`src/rtl/mips_pkg.sv`:
```
// Shared MIPS definitions: instruction width, instruction-memory sizing and
// the encoding returned for fetches that fall outside the stored program.
package mips_pkg;
    localparam int INSTR_W     = 32;
    localparam int IMEM_AW     = 7;
    localparam int FETCH_CNT_W = 16;
    localparam logic [31:0] NOP_INSTR = 32'h0000_0000;
endpackage

```
`src/rtl/imem_array.sv`:
```
// Instruction storage: one synchronous write port and one synchronous read port.
// A read and a write to the same word on the same edge return the old word.
module imem_array #(
    parameter int AW = 7,
    parameter int DW = 32
) (
    input  logic          clk,
    input  logic          we,
    input  logic [AW-1:0] waddr,
    input  logic [DW-1:0] wdata,
    input  logic          re,
    input  logic [AW-1:0] raddr,
    output logic [DW-1:0] rdata
);
    logic [DW-1:0] mem [2**AW];
    logic [DW-1:0] rdata_q;

    // Non-blocking update keeps the read on the pre-write contents.
    always_ff @(posedge clk) begin
        if (re) begin
            rdata_q <= mem[raddr];
        end
        if (we) begin
            mem[waddr] <= wdata;
        end
    end

    assign rdata = rdata_q;
endmodule

```
`src/rtl/imem_responder.sv`:
```
// Memory side of the instruction-fetch interface: valid/ready request, one-cycle
// registered response with backpressure, program-load port and served-fetch count.
module imem_responder
    import mips_pkg::*;
#(
    parameter int AW = IMEM_AW,
    parameter int DW = INSTR_W
) (
    input  logic                   clk,
    input  logic                   res,
    input  logic                   req_valid,
    output logic                   req_ready,
    input  logic [31:0]            req_addr,
    output logic                   resp_valid,
    input  logic                   resp_ready,
    output logic [DW-1:0]          resp_data,
    output logic                   resp_err,
    input  logic                   ld_en,
    input  logic [AW-1:0]          ld_addr,
    input  logic [DW-1:0]          ld_data,
    output logic [FETCH_CNT_W-1:0] fetch_cnt
);
    logic                   resp_valid_q, resp_valid_d;
    logic                   resp_err_q, resp_err_d;
    logic [FETCH_CNT_W-1:0] fetch_cnt_q, fetch_cnt_d;
    logic                   accept, consume, in_range;
    logic [DW-1:0]          rd_data;

    assign req_ready = !resp_valid_q || resp_ready;
    assign accept    = req_valid && req_ready;
    assign consume   = resp_valid_q && resp_ready;
    assign in_range  = (req_addr[31:AW] == '0);

    // Storage is only read for in-range accepts, so its output register
    // doubles as the held response data while backpressured.
    imem_array #(
        .AW(AW),
        .DW(DW)
    ) u_array (
        .clk   (clk),
        .we    (ld_en && !res),
        .waddr (ld_addr),
        .wdata (ld_data),
        .re    (accept && in_range),
        .raddr (req_addr[AW-1:0]),
        .rdata (rd_data)
    );

    always_comb begin
        resp_valid_d = resp_valid_q;
        resp_err_d   = resp_err_q;
        fetch_cnt_d  = fetch_cnt_q;
        if (consume) begin
            resp_valid_d = 1'b0;
            fetch_cnt_d  = fetch_cnt_q + FETCH_CNT_W'(1);
        end
        if (accept) begin
            resp_valid_d = 1'b1;
            resp_err_d   = !in_range;
        end
    end

    always_ff @(posedge clk or posedge res) begin
        if (res) begin
            resp_valid_q <= 1'b0;
            resp_err_q   <= 1'b0;
            fetch_cnt_q  <= '0;
        end else begin
            resp_valid_q <= resp_valid_d;
            resp_err_q   <= resp_err_d;
            fetch_cnt_q  <= fetch_cnt_d;
        end
    end

    // Storage read register is uninitialised after reset; mask it until a valid in-range response.
    assign resp_valid = resp_valid_q;
    assign resp_err   = resp_err_q;
    assign resp_data  = (resp_valid_q && !resp_err_q) ? rd_data : DW'(NOP_INSTR);
    assign fetch_cnt  = fetch_cnt_q;
endmodule

```
`config.mk`:
```
export PLATFORM = sky130hd
export DESIGN_NAME = imem_responder
export DESIGN_NICKNAME = d
export VERILOG_FILES = /design/src/rtl/mips_pkg.sv /design/src/rtl/imem_array.sv /design/src/rtl/imem_responder.sv
export SDC_FILE = /design/constraint.sdc
export NUM_CORES = 2
export LEC_CHECK = 0
export BUFFER_PORTS_ARGS = -buffer_cell sky130_fd_sc_hd__buf_2
export CAP_MARGIN = 30
export CORE_MARGIN = 1.5
export CORE_UTILIZATION = 54
export CTS_CLUSTER_DIAMETER = 150
export CTS_CLUSTER_SIZE = 40
export DETAILED_ROUTE_END_ITERATION = 7
export PLACE_DENSITY = 0.79
export SLEW_MARGIN = 30
export SYNTH_ARGS = -nofsm -noshare
export SYNTH_HDL_FRONTEND = slang
export SYNTH_SLANG_ARGS = --single-unit
export TNS_END_PERCENT = 1
```
`constraint.sdc`:
```
create_clock -name clk -period 4.5 [get_ports clk]
set_input_delay 0.9 -clock clk [delete_from_list [all_inputs] [get_ports clk]]
set_output_delay 0.9 -clock clk [all_outputs]
set_load 0.02 [all_outputs]
```
==> flow_summary.toml <==
[pwr]
p_switching_mw = 12.9
clockPowerShare_pct = 24.6
switching_share_pct = 20.9
powerDensity_nw_per_um2 = 364
seqPwrFrac_pct = 68.8
vdd_ir_drop_max_mv = 0.421
p_leak_nw = 50.8
pwr-share-comb_pct = 6.7
p_int_mw = 49.0

[setup_path]
rr_worst_depth = 4
start_kind = "flip-flop"
reg2reg_slack_ns = 1.69
critPathMaxStageDelay_ns = 0.54
crit_path_cell_trace = "nor2b_4 -> buf_4 -> and2_1 -> buf_2"
timing.rr.end = "u_array.rdata[26]$_DFFE_PP_"
timing.rr.start = "u_array.mem[127][26]$_DFFE_PP_"
path_delay_family = "simple AND/OR/NAND/NOR gates"
required_ns = 3.60
cp_num_buf_inv = 2
end_kind = "primary output"
cp_slowest_cell = "nor2b_4"
crit_fanout = 16
arrival_ns = 3.00
crit_type = "flip-flop to primary output"

[logic_synthesis]
ys_dominant_reg_cell = "edfxtp_1"
synth_top_area_share_pct = 78.6
synth_common_cells = "edfxtp_1 (4,128), mux4_2 (1,344), clkbuf_1 (189)"
netlist_instances = 6100
yosysWarnings = 0
ys_seq_area_share_pct = 78.9
syn_area_per_cell_um2 = 25.8
synth_seq_cells = 4146
synth.area.top_cells = "edfxtp_1 (79%), mux4_2 (19%), clkbuf_1 (0.45%), nor2_1 (0.33%), dfrtp_1 (0.29%)"
synth_edf_count = 4128
synth.most_common_cell = "edfxtp_1"
yosys.cell_types.count = 28
yosysTopAreaCell = "edfxtp_1"
synth.net_count = 6177
synth.cell_area_um2 = 158000
async_reset_ff_share_pct = 0.434

[grt]
grt_max_degree = 99
grt_pass1_vias = 72300
grt-ovfl-total = 0
grt_pass1_wl_um = 555000
antenna_found_initial = 60
grt_use_total_pct = 27.2

[clock_tree]
clk_pin_slew_ns = 0.14
postCtsSetupBuffers = 0
post_cts_resized = 0
cts-root-buf = "clkbuf_16"
cts_hold_buf = 0
cts_sinks = 4146
cts_inserted_buffers = 114
cts_tree = "yes"
clk_latency_ns = 0.88
cts_max_level = 3
clock_path_buffers = 3

[timing]
slew_viol_final = 0
fmax_ghz = 0.256
setup_viol = 0
timing.slew.headroom_pct = 33.1
timing.setup.tns_ns = 0
rsz0062_at_grt = "false"
fin_ws_ns = 0.596
period_minus_slack_ns = 3.90
worst_clock_skew_ns = 0.0597
finalHoldViolations = 0
period_share_pct = 86.8
worstMarginPinSlew_ns = 1.00

[min_path]
hold_path_startpoint = "req_valid"
whs_endpoint = "resp_valid$_DFFE_PP0P_"
hold-path-cell-count = 2
hp-class = "input pin to flip-flop"

[placed_design]
dpl_cell_area_um2 = 167000
dp_cells = 10200
pre_cts_slack_ns = 0.134
portBuffers = 126
routabilityCongestion = 0.845
dp_hpwl_um = 228000

[die]
die_area_um2 = 295000
dieHeight_um = 543
fp-row-count = 198
io_pins = 127
die_x_um = 543
start_util_pct = 54.2
coreArea_um2 = 291000

[layout]
fin_cells = 10400
nNetsFinal = 6467
syn_to_final_growth_pct = 8.00
drive_gt1_share_pct = 33.2
stdcell_area_um2 = 170000

[route]
ant_nets = 0
first_pass_iters = 5
avgRoutedWirePerCell_um = 38.7
wl_um = 402000
vias = 72700
drcViolationCount = 0
viasPerCell = 7.00
dr.first_iter.drc_count = 12000

[job]
drv_cap = 0

[outcome]
status = "complete, no violations"
-- cell usage in the layout, fill, tap and decap left out, types with 5 or more instances in the layout --
cell type	instances
and2_1	32
buf_12	89
buf_16	5
buf_2	88
buf_4	291
buf_6	16
clkbuf_1	26
clkbuf_16	115
dfrtp_1	18
diode_2	51
edfxtp_1	4128
mux2_2	33
mux4_2	1344
nand2_1	18
nand3_1	14
nand4_1	7
nor2_1	9
nor2_4	128
nor2b_1	5
nor4_1	7
xnor2_1	10
xor2_1	5
-- state kept, by name, indices dropped and copies added, names as in the netlist --
register / flops
fetch_cnt: 16
u_array.mem: 4096
resp_valid: 1
u_array.rdata: 32
resp_err: 1
-- through the flow --
stage / util, % / power, mW / hold WS [ns]
after floorplan: - / 45.5 / 0.582
after CTS: 58.5 / 62.0 / 0.203
after global placement: 57.4 / 47.3 / 0.459
after global routing: 58.6 / 63.2 / 0.239
after detailed placement: 57.4 / 47.5 / 0.472
final: 58.6 / 61.9 / 0.245
-- worst reg2reg max path, stage by stage (launching register included) --
cell and delay [ns]:
edfxtp_1 0.46, mux4_2 0.54, mux4_2 0.56, mux4_2 0.66
mux2_2 0.34
-- worst max path at each step --
stage	from	to	slack [ns]	cells past startpoint
after floorplan	req_addr[8]	u_array.rdata[0]$_DFFE_PP_	0.46	3
after global placement	req_addr[0]	u_array.rdata[8]$_DFFE_PP_	0.21	8
after detailed placement	req_addr[0]	u_array.rdata[8]$_DFFE_PP_	0.13	8
after CTS	resp_valid$_DFFE_PP0P_	resp_data[19]	0.62	4
after global routing	resp_valid$_DFFE_PP0P_	resp_data[19]	0.64	4
final	resp_valid$_DFFE_PP0P_	resp_data[19]	0.60	4
-- logic make-up (layout without fill, tap and decap cells) --
family                   after synthesis  count (layout)  synth area share [%]
other                                  0              51                     0
buffers and inverters                319             643                 0.826
multiplexers                        1377            1377                  19.4
XOR/XNOR                              15              15                0.0833
adder cells (fa/ha/maj)                1               1               0.00794
flip-flops                          4146            4146                  78.9
AO/OA/AOI/OAI                          1               1               0.00317
AND/OR/NAND/NOR                      241             241                 0.707
-- layout make-up --
cell class              instances  area [um2]
clock buffers                 141        2980
inverters                       1        3.75
well taps                    3900        4880
fillers                     19000      120000
diodes                         51         128
multi-input cells            1635       32900
repair buffers                492        4770
clock inverters                 9         160
flip-flops and latches       4146      124000
-- per-layer routing --
| layer | global-route usage [%] | routed length (um) | vias to the layer above |
|---|---|---|---|
| met5 | 0 | 131 | - |
| met4 | 11.5 | 19100 | 22 |
| met3 | 6.09 | 50300 | 756 |
| met2 | 44.3 | 197000 | 5947 |
| met1 | 35.9 | 135000 | 38900 |
| li1 | - | - | 27000 |
-- power groups by stage --
stage               clock (mW)  combinational (mW)  sequential (mW)
CTS                       15.3                4.06             42.6
global route              16.4                4.24             42.6
detailed placement           0                4.02             43.5
floorplan                    0                2.04             43.5
global placement             0                3.89             43.4
finish                    15.2                4.12             42.6
Power figures use the tool's default switching activity.
